`src/rtl/instr_fetch_spi.sv`:
```
// SPI flash instruction fetcher: issues READ_CMD + 24-bit address, clocks in one
// 32-bit word (byte-little-endian) and presents it on InstrF with a valid pulse.
module instr_fetch_spi #(
    parameter int          ADDR_BITS = 24,
    parameter logic [7:0]  READ_CMD  = 8'h03
) (
    input  logic        CLK,
    input  logic        reset,
    input  logic [31:0] PCF,
    input  logic        req,
    input  logic        flush,
    output logic [31:0] InstrF,
    output logic        valid,
    output logic        busy,
    output logic        spi_cs_n,
    output logic        spi_sck,
    output logic        spi_mosi,
    input  logic        spi_miso
);

    typedef enum logic [1:0] {IDLE, SHIFT, DONE} state_t;

    state_t      r_state, w_state;
    logic [63:0] r_frame, w_frame;
    logic [6:0]  r_cnt,   w_cnt;
    logic [31:0] r_rx,    w_rx;
    logic [31:0] r_instr, w_instr;
    logic        r_cs_n,  w_cs_n;
    logic        r_sck,   w_sck;
    logic        r_mosi,  w_mosi;
    logic [31:0] w_word;
    logic        w_unused;

    // Upper PC bits never reach the flash; the window is ADDR_BITS wide.
    assign w_unused = ^PCF[31:ADDR_BITS];

    // Word as it stands after the current sampling edge.
    assign w_word = {r_rx[30:0], spi_miso};

    always_ff @(posedge CLK or posedge reset) begin
        if (reset) begin
            r_state <= IDLE;
            r_frame <= '0;
            r_cnt   <= '0;
            r_rx    <= '0;
            r_instr <= '0;
            r_cs_n  <= 1'b1;
            r_sck   <= 1'b0;
            r_mosi  <= 1'b0;
        end else begin
            r_state <= w_state;
            r_frame <= w_frame;
            r_cnt   <= w_cnt;
            r_rx    <= w_rx;
            r_instr <= w_instr;
            r_cs_n  <= w_cs_n;
            r_sck   <= w_sck;
            r_mosi  <= w_mosi;
        end
    end

    always_comb begin
        w_state = r_state;
        w_frame = r_frame;
        w_cnt   = r_cnt;
        w_rx    = r_rx;
        w_instr = r_instr;
        w_cs_n  = r_cs_n;
        w_sck   = r_sck;
        w_mosi  = r_mosi;
        case (r_state)
            IDLE: begin
                if (req && !flush) begin
                    w_frame = {READ_CMD, PCF[ADDR_BITS-1:0], 32'h0};
                    w_cnt   = '0;
                    w_state = SHIFT;
                    w_cs_n  = 1'b0;
                    w_sck   = 1'b0;
                    w_mosi  = READ_CMD[7];
                end
            end
            SHIFT: begin
                if (flush) begin
                    w_state = IDLE;
                    w_cs_n  = 1'b1;
                    w_sck   = 1'b0;
                    w_mosi  = 1'b0;
                end else if (!r_sck) begin
                    w_sck = 1'b1;
                end else begin
                    // Falling sck edge: sample, advance the frame, count the bit.
                    w_sck   = 1'b0;
                    w_rx    = w_word;
                    w_frame = {r_frame[62:0], 1'b0};
                    w_mosi  = r_frame[62];
                    w_cnt   = r_cnt + 7'd1;
                    if (r_cnt == 7'd63) begin
                        // First received byte lands in the low byte of the word.
                        w_instr = {w_word[7:0], w_word[15:8], w_word[23:16], w_word[31:24]};
                        w_state = DONE;
                        w_cs_n  = 1'b1;
                        w_mosi  = 1'b0;
                    end
                end
            end
            DONE: begin
                w_state = IDLE;
            end
            default: begin
                w_state = IDLE;
                w_cs_n  = 1'b1;
                w_sck   = 1'b0;
                w_mosi  = 1'b0;
            end
        endcase
    end

    assign InstrF   = r_instr;
    assign valid    = (r_state == DONE);
    assign busy     = (r_state == SHIFT);
    assign spi_cs_n = r_cs_n;
    assign spi_sck  = r_sck;
    assign spi_mosi = r_mosi;

endmodule

```
`config.mk`:
```
export PLATFORM = sky130hd
export DESIGN_NAME = instr_fetch_spi
export DESIGN_NICKNAME = d
export VERILOG_FILES = /design/src/rtl/instr_fetch_spi.sv
export SDC_FILE = /design/constraint.sdc
export NUM_CORES = 1
export LEC_CHECK = 0
export CAP_MARGIN = 20
export CORE_AREA = 2 2 136 138
export CTS_CLUSTER_DIAMETER = 50
export DETAILED_ROUTE_END_ITERATION = 7
export DIE_AREA = 0 0 138 140
export PLACE_DENSITY = 0.45
export SLEW_MARGIN = 20
export SYNTH_ARGS = -nofsm -noshare
export SYNTH_HDL_FRONTEND = slang
export SYNTH_SLANG_ARGS = --single-unit
```
`constraint.sdc`:
```
create_clock -name CLK -period 4.65 [get_ports CLK]
set_input_delay 0.6975 -clock CLK [delete_from_list [all_inputs] [get_ports CLK]]
set_output_delay 0.6975 -clock CLK [all_outputs]
set_load 0.03 [all_outputs]
```
==> results.py <==
metrics = {
    "run_status": {
        "status": "finished clean",
    },
    "die": {
        "io_pins": 74,
        "row_count": 49,
        "die-height_um": 140,
        "core_sq_um": 17800,
        "die-area_sq_um": 19300,
        "initial_utilization": 0.248,
        "die-width_um": 138,
    },
    "synthesis": {
        "yosysSeqAreaShare": 0.603,
        "yosysMostFrequentCell": "dfrtp_1",
        "syn_nets": 426,
        "synth_ff_type": "dfrtp_1",
        "syn_area_sq_um": 4400,
        "synth_edf_count": 0,
        "synth_cell_types": 38,
        "ys_ff_latch": 106,
        "synth_area_leaders": "dfrtp_1 (60%), nand2_1 (8.9%), mux2_2 (7.4%), mux2i_1 (6.1%), nand3_1 (3.3%)",
        "synth_top_area_frac": 0.597,
        "avgSynthCellArea_sq_um": 11.3,
        "async_flop_share": 1.00,
        "synthCells": 388,
        "synth_commonest_cells": "dfrtp_1 (105), nand2_1 (104), mux2_2 (29), nand3_1 (29), mux2i_1 (27)",
        "post-synth-top-area-cell": "dfrtp_1",
        "yosys_warnings": 0,
    },
    "route": {
        "routed_via_density": 4.39,
        "drt_iter0_markers": 158,
        "drc": 0,
        "routed_wl_mm": 9.38,
        "via_count": 2987,
        "avgRoutedWirePerCell_um": 13.8,
        "drt_first_pass_iters": 4,
        "drtAntennaViolNets": 0,
    },
    "clock_tree": {
        "cts_tree": "done",
        "cts_buffer_depth": 2,
        "root_buffer": "clkbuf_16",
        "cts_setup_buffers": 0,
        "postCtsHoldBufs": 0,
        "clk_latency_ns": 0.35,
        "cts-buffers-inserted": 9,
        "clk_pin_slew_ns": 0.07,
        "htree_levels": 3,
        "ctsResizeCount": 0,
        "clock_sinks": 106,
    },
    "setup_path": {
        "critPathRequiredTime_ns": 3.95,
        "critPathLaunchType": "flip-flop",
        "endpoint_kind": "output port",
        "critical_path_class": "reg -> out",
        "crit_fanout": 27,
        "cp_data_arrival_time_ns": 2.12,
    },
    "layout": {
        "area_growth_pct": 27.3,
        "fin_nets": 484,
        "n_antenna_cell": 0,
        "utilization": 0.315,
        "drive_above_1_share": 0.133,
    },
    "sta": {
        "grt_setup_unrepaired": "no",
        "fmax_ghz": 0.355,
        "relSlewSlack": 0.348,
        "worst_pin_slew_ns": 0.978,
        "hold_viol": 0,
        "slew_violations": 0,
        "timing.setup.tns_ns": 0,
        "period_needed_ns": 2.81,
        "skew_ns": 0.00792,
        "setup_viol": 0,
        "post-route-period-util": 0.605,
    },
    "worst_hold_path": {
        "hold_path_class": "reg -> reg",
    },
    "global_route": {
        "grt_pass1_wl_mm": 16.0,
        "grt-ovfl-total": 0,
        "grt_max_degree": 42,
        "antenna_found_initial": 0,
        "grt_util_all_layers": 0.103,
        "grt_pass1_vias": 3140,
    },
    "placed_design": {
        "dpl.hpwl_mm": 5.77,
        "io_buffers": 65,
        "gp_congestion": 0.709,
    },
    "job": {
        "max_cap_viol_count": 0,
    },
    "power_and_ir_drop": {
        "power_density_nw_per_um2": 375,
        "p_leak_uw": 0.00270,
        "vdd_drop_max_mv": 0.216,
    },
}
## sequential cells by signal (all words and copies together) (netlist names)
| name | count |
|---|---|
| r_frame | 31 |
| r_rx | 31 |
| r_cnt | 7 |
| spi_cs_n | 1 |
| r_state | 2 |
| spi_sck | 1 |
| InstrF | 32 |
| spi_mosi | 1 |
## where the power goes
| part | internal (uW) | switching, uW | total (uW) |
|---|---|---|---|
| logic | 103 | 123 | 226 |
| clock network | 471 | 343 | 814 |
| registers | 1010 | 52.7 | 1060 |
## metrics by stage
stage               area (sq um)  instances  power (uW)  setup WS, ns  hold slack [ns]
floorplan                   4400        388        1230          1.17            0.440
global placement            5280        664        1310          1.59            0.463
detailed placement          5280        664        1310          1.57            0.469
CTS                         5600        680        2140          1.79            0.485
global route                5600        680        2220          1.71            0.516
finish                      5600        680        2100          1.84            0.481
## worst max-delay path, stage by stage, from the launching register on
cell and delay, ns:
dfrtp_1 0.60, nand2b_4 0.36, inv_1 0.12, clkdlybuf4s50_1 0.67
## per-layer routing
layer	GRT usage	routed length, um
met1	0.131	4490
met2	0.165	4310
met3	0.0356	456
met4	0.0354	119
met5	0	0
## path summary, 6_finish.rpt
| kind | start | to | slack, ns | cells past startpoint |
|---|---|---|---|---|
| setup / recovery | r_state[0]$_DFFE_PP0P_ | busy | 1.84 | 3 |
| hold / removal | r_rx[30]$_DFFE_PP0P_ | r_rx[30]$_DFFE_PP0P_ | 0.48 | 2 |
| setup reg to reg | r_state[0]$_DFFE_PP0P_ | InstrF[15]$_DFFE_PP0P_ | 2.39 | 4 |
| hold reg to reg | r_rx[30]$_DFFE_PP0P_ | r_rx[30]$_DFFE_PP0P_ | 0.48 | 2 |
| max in group asynchronous | reset | spi_cs_n$_DFFE_PP1P_ | 3.03 | 3 |
| min in group asynchronous | reset | r_frame[53]$_DFFE_PP0P_ | 0.75 | 2 |
## placed cells by master (no fill, tap or decap), drive strengths merged, types with 3 or more instances in the layout
cell type | netlist | routed
dfrtp | 105 | 105
nand2 | 104 | 104
clkdlybuf4s50 | 0 | 65
mux2 | 32 | 32
nand3 | 29 | 29
mux2i | 27 | 27
o21ai | 26 | 26
clkbuf | 11 | 9
buf | 14 | 7
inv | 6 | 6
a22o | 4 | 4
nand2b | 3 | 3
clkinv | 0 | 3
## logic make-up after synthesis
| logic type | count (synthesis) | synth area share |
|---|---|---|
| flip-flops | 106 | 0.603 |
| AND/OR/NAND/NOR | 148 | 0.152 |
| AO/OA/AOI/OAI | 43 | 0.0614 |
| buffers and inverters | 31 | 0.0375 |
| adder cells (fa/ha/maj) | 1 | 0.00284 |
| multiplexers | 59 | 0.143 |
## final cells by class
| class | instances | area [sq um] |
|---|---|---|
| fill | 1824 | 12200 |
| clock inverter | 7 | 93.8 |
| clock buffer | 9 | 225 |
| sequential | 106 | 2650 |
| tap | 229 | 287 |
| inverter | 6 | 25.0 |
| multi-input combinational | 251 | 1620 |
| timing repair buffer | 72 | 703 |
No activity file was read; power rests on OpenSTA's default activity.
